### config.mk
export PLATFORM = sky130hd
export DESIGN_NAME = updown_counter
export DESIGN_NICKNAME = d
export VERILOG_FILES = /design/src/rtl/counter_pkg.sv /design/src/rtl/counter_prescaler.sv /design/src/rtl/updown_counter.sv
export SDC_FILE = /design/constraint.sdc
export NUM_CORES = 1
export LEC_CHECK = 0
export ABC_AREA = 1
export BUFFER_PORTS_ARGS = -buffer_cell sky130_fd_sc_hd__clkbuf_2
export CELL_PAD_IN_SITES_DETAIL_PLACEMENT = 0
export CELL_PAD_IN_SITES_GLOBAL_PLACEMENT = 1
export CORE_ASPECT_RATIO = 2
export CORE_UTILIZATION = 34
export CTS_CLUSTER_DIAMETER = 60
export DETAILED_ROUTE_END_ITERATION = 16
export PLACE_DENSITY_LB_ADDON = 0.1
export SYNTH_ARGS = -nofsm -noshare
export SYNTH_HDL_FRONTEND = slang
export SYNTH_SLANG_ARGS = --single-unit
### constraint.sdc
create_clock -name clock -period 1.9 [get_ports clock]
set_clock_uncertainty 0.2 [all_clocks]
set_input_delay 0.38 -clock clock [delete_from_list [all_inputs] [get_ports clock]]
set_output_delay 0.38 -clock clock [all_outputs]
set_load 0.05 [all_outputs]
### src/rtl/counter_pkg.sv
// counter_pkg: shared mode constants and load clamping helper for the up/down counter
package counter_pkg;
  localparam int MODE_WRAP = 0;
  localparam int MODE_SATURATE = 1;
  function automatic logic [31:0] clamp_load(input logic [31:0] value, input logic [31:0] max);
    return value > max ? max : value;
  endfunction
endpackage

### src/rtl/counter_prescaler.sv
// counter_prescaler: divides enabled cycles into a one-cycle tick every PRESCALE enabled cycles
module counter_prescaler #(
  parameter int unsigned PRESCALE = 1
) (
  input  logic clock,
  input  logic reset_n,
  input  logic clear,
  input  logic enable,
  output logic tick
);
  if (PRESCALE == 1) begin : g_bypass
    logic unused_ok;
    assign unused_ok = &{1'b0, clock, reset_n, clear};
    assign tick = enable;
  end else begin : g_div
    localparam int PW = $clog2(PRESCALE);
    logic [PW-1:0] phase_q, phase_d;
    assign tick = enable && phase_q == PW'(PRESCALE - 1);
    // next phase: restart on clear or tick, hold while disabled
    always_comb phase_d = clear || tick ? '0 : enable ? phase_q + 1'b1 : phase_q;
    // phase register
    always_ff @(posedge clock or negedge reset_n)
      if (!reset_n) phase_q <= '0;
      else phase_q <= phase_d;
  end
endmodule

### src/rtl/updown_counter.sv
// updown_counter: parametrised up/down counter with wrap/saturate, load/clear, prescaler and boundary flags
module updown_counter
  import counter_pkg::*;
#(
  parameter int unsigned WIDTH     = 8,
  parameter int unsigned MAX_COUNT = 255,
  parameter int          MODE      = 0,
  parameter int unsigned PRESCALE  = 1
) (
  input  logic             clock,
  input  logic             reset_n,
  input  logic             clear,
  input  logic             load,
  input  logic [WIDTH-1:0] load_value,
  input  logic             enable,
  input  logic             up,
  output logic [WIDTH-1:0] count,
  output logic             at_max,
  output logic             at_zero,
  output logic             terminal,
  output logic             overflow
);
  localparam logic [WIDTH-1:0] MAX = WIDTH'(MAX_COUNT);
  logic [WIDTH-1:0] count_q, count_d, load_clamped, stepped, bound_val;
  logic terminal_q, terminal_d, overflow_q, overflow_d, tick, boundary;
  counter_prescaler #(.PRESCALE(PRESCALE)) u_pre (
    .clock(clock),
    .reset_n(reset_n),
    .clear(clear | load),
    .enable(enable),
    .tick(tick)
  );
  assign at_max = count_q == MAX;
  assign at_zero = count_q == '0;
  assign count = count_q;
  assign terminal = terminal_q;
  assign overflow = overflow_q;
  // next state: clear beats load beats step; boundary steps wrap or hold
  always_comb begin
    load_clamped = WIDTH'(clamp_load(32'(load_value), 32'(MAX_COUNT)));
    boundary = tick && (up ? at_max : at_zero);
    stepped = up ? count_q + 1'b1 : count_q - 1'b1;
    bound_val = MODE == MODE_SATURATE ? count_q : up ? '0 : MAX;
    count_d = clear ? '0 : load ? load_clamped : !tick ? count_q : boundary ? bound_val : stepped;
    terminal_d = !clear && !load && boundary;
    overflow_d = !clear && (overflow_q || terminal_d);
  end
  // count and flag registers
  always_ff @(posedge clock or negedge reset_n)
    if (!reset_n) begin
      count_q <= '0;
      terminal_q <= 1'b0;
      overflow_q <= 1'b0;
    end else begin
      count_q <= count_d;
      terminal_q <= terminal_d;
      overflow_q <= overflow_d;
    end
endmodule

==> results.json <==
{
  "status": "completed",
  "grt_pass1_wl_mm": 4.49,
  "start_kind": "flip-flop",
  "max_slew_margin_pct": 76.6,
  "setup_viol": 0,
  "fillers": 280,
  "syn-mean-instance-area_sq_um": 6.01,
  "drc": 0,
  "rsz0062_at_grt": "true",
  "synth.area.top_cells": "nand2_1 (30%), dfrtp_1 (26%), nor2_1 (9.4%), ha_1 (7.9%), inv_1 (6.3%)",
  "crit_required_ps": 1320,
  "antenna_found_initial": 0,
  "cts-buffers-inserted": 3,
  "startpoint": "count[3]",
  "yosysTopAreaCellShare_pct": 30.2,
  "r2r_end": "count[7]",
  "multi_input_area_sq_um": 742,
  "synth_seq_cells": 10,
  "cp-end-kind": "output port",
  "dp.cells": 222,
  "postRouteAntennaNets": 0,
  "top_usage_layer": "met2",
  "grt_overflow": 0,
  "worst-path-stages": 5,
  "slowest_stage": "dfrtp_2",
  "drive_gt1_share_pct": 38.0,
  "hold_slack_ps": 232,
  "portBuffers": 25,
  "syn-num-nets": 180,
  "core_area_sq_um": 2600,
  "layout.nets": 227,
  "yosysMostFrequentCell": "nand2_1",
  "start_util_pct": 36.7,
  "cp_slowest_stage_delay_ps": 430,
  "num_rows": 26,
  "path_class": "flip-flop to output port",
  "seqCellArea_sq_um": 259,
  "cts_tree": "yes",
  "gr-usage-all-layers_pct": 20.1,
  "crit_fanout": 4,
  "routed_wirelength_mm": 2.68,
  "maxCapViolCount": 0,
  "slew_viol_final": 0,
  "firstDrtPassIters": 4,
  "insertion_delay_ps": 230,
  "place_hpwl_mm": 2.18,
  "max_freq_mhz": 532,
  "met3_usage_pct": 1.73,
  "die_y_um": 77.0,
  "clockBufferDepth": 2,
  "via_count": 1076,
  "syn2layout_area_growth_pct": 53.4,
  "post_drt_wl_per_cell_um": 11.5,
  "root_buffer": "clkbuf_8",
  "crit_chain": "buf_6 -> nor2_4 -> nand3_2 -> nor2_2 -> clkbuf_8",
  "place.gp.congestion": 0.717,
  "path_buf_inv": 2,
  "power.density_nw_per_um2": 721,
  "grt_max_degree": 14,
  "grt_use_met2_pct": 38.2,
  "worst-r2r-setup-slack_ps": 110,
  "die_area_sq_um": 3040,
  "synth-async-reset-ratio_pct": 100,
  "seq_area_frac_synth_pct": 26.2,
  "ys.warnings.count": 0,
  "use_met1_pct": 19.3,
  "cp-endpoint": "at_zero",
  "rr_worst_depth": 12,
  "htreeDepth": 1,
  "fp.dieW_um": 39.5,
  "worst_setup_hold_path_clk_slew_ps": 50,
  "grt_pass1_vias": 1104,
  "peakVddDrop_mv": 0.458,
  "synth_ff_type": "dfrtp_1",
  "crit_arrival_ps": 1300,
  "io_pins": 26,
  "r2r_start": "count[4]",
  "diodes": 0,
  "min_period_ps": 1880,
  "cellLeakagePower_nw": 0.809,
  "hold_viol": 0,
  "min_period_over_period_pct": 98.9,
  "syn_inst": 159,
  "final-instance-count-excl-fill": 233,
  "viasPerCell": 4.62,
  "ys_types": 19,
  "hold_class": "input port to flip-flop",
  "yosysTopAreaCell": "nand2_1",
  "synth_common_cells": "nand2_1 (77), nor2_1 (24), inv_1 (16), dfrtp_1 (10), ha_1 (6)",
  "drtIter0Drc": 22,
  "synth-edff-count": 0,
  "synthesis.area_sq_um": 956,
  "clock_sinks": 10,
  "critical_path.top_delay_family": "flip-flops",
  "worstMarginPinSlew_ps": 351
}
timing repair:
action                     4_1_cts  5_1_grt
hold endpoints to repair        10        0
hold buffers                     1        0
buffers inserted                 2        5
gates cloned                     0        0
setup endpoints to repair        2        8
gates resized for setup          9       15
pin swaps                        2        8
through the flow:
stage          TNS, ps  setup WS [ps]  cell area (sq um)  utilization, %  power, mW
4_1_cts              0           14.0               1350            51.8       1.01
3_3_place_gp      -812           -185               1230            47.3      0.721
2_1_floorplan        0           15.3                980               -      0.574
5_1_grt          -97.8          -42.1               1470            56.3       1.14
3_5_place_dp      -872           -202               1230            47.3      0.723
6_report             0           20.9               1470            56.3       1.06
worst register-to-register path, stage by stage (launching register included):
cell and delay, ps:
dfrtp_2 450, ha_4 300, nand2_1 70, nor2_1 130, nand3_2 90, nand2_1 80, nand2_1 40, nand2_1 60
nand2_1 50, nand2_1 50, nand2_1 50, nand2_1 70, nand2_1 40
area by class of cell:
cell class	count	area share, %
Clock buffer	4	3.75
Inverter	18	4.61
Multi-Input combinational cell	130	50.6
Sequential cell	10	17.7
Tap cell	28	2.39
Timing Repair Buffer	43	21.0
kinds of logic after synthesis:
kind of cell / count (synthesis) / synth area share, %
buffers and inverters: 19 / 7.46
DFF: 10 / 26.2
AOI/OAI and AO/OA: 6 / 3.14
xor gates and xnor gates: 4 / 3.66
and+or+nand+nor: 113 / 49.6
adders and majority gates: 7 / 9.95
flip-flops by register name, summed over array words and instances, names as in the netlist:
signal	count
count	8
terminal	1
overflow	1
cells in the final DEF (no fill, tap or decap):
master and count:
a21oi_2 1, nand3b_1 2, a21oi_1 1, fa_2 1
nand2_2 5, o21ai_2 1, nor2_4 1, buf_12 1
clkbuf_2 23, dfrtp_2 7, buf_4 15, nand4_1 1
nand3_1 2, dlygate4sd3_1 1, nand3_4 2, inv_1 15
clkbuf_16 1, nand3_2 2, nor2_1 21, or2_4 1
clkbuf_8 5, ha_4 5, inv_2 3, ha_1 1
nand2_1 73, dfrtp_1 3, buf_6 1, nor2_2 3
o21ai_0 3, xor2_1 4
routing by layer:
metal  vias to the layer above  routed length (um)
li1                        573                   -
met1                       482                 994
met2                        19                1600
met3                         2                  58
met4                         0                  23
met5                         -                   0
worst min-delay path by stage:
stage                     startpoint  endpoint  slack (ps)  cells after the start
after floorplan              reset_n  count[0]        -120                      0
after global placement       reset_n  count[7]          60                      1
after detailed placement     reset_n  count[7]          70                      1
after CTS                      clear  overflow         230                      4
after global routing           clear  overflow         260                      4
final                          clear  overflow         230                      4
power breakdown:
part | internal, mW | switching [mW]
clock | 0.182 | 0.0830
sequential | 0.238 | 0.0343
combinational | 0.213 | 0.308
total | 0.633 | 0.425
(Power assumes the default switching activity.)
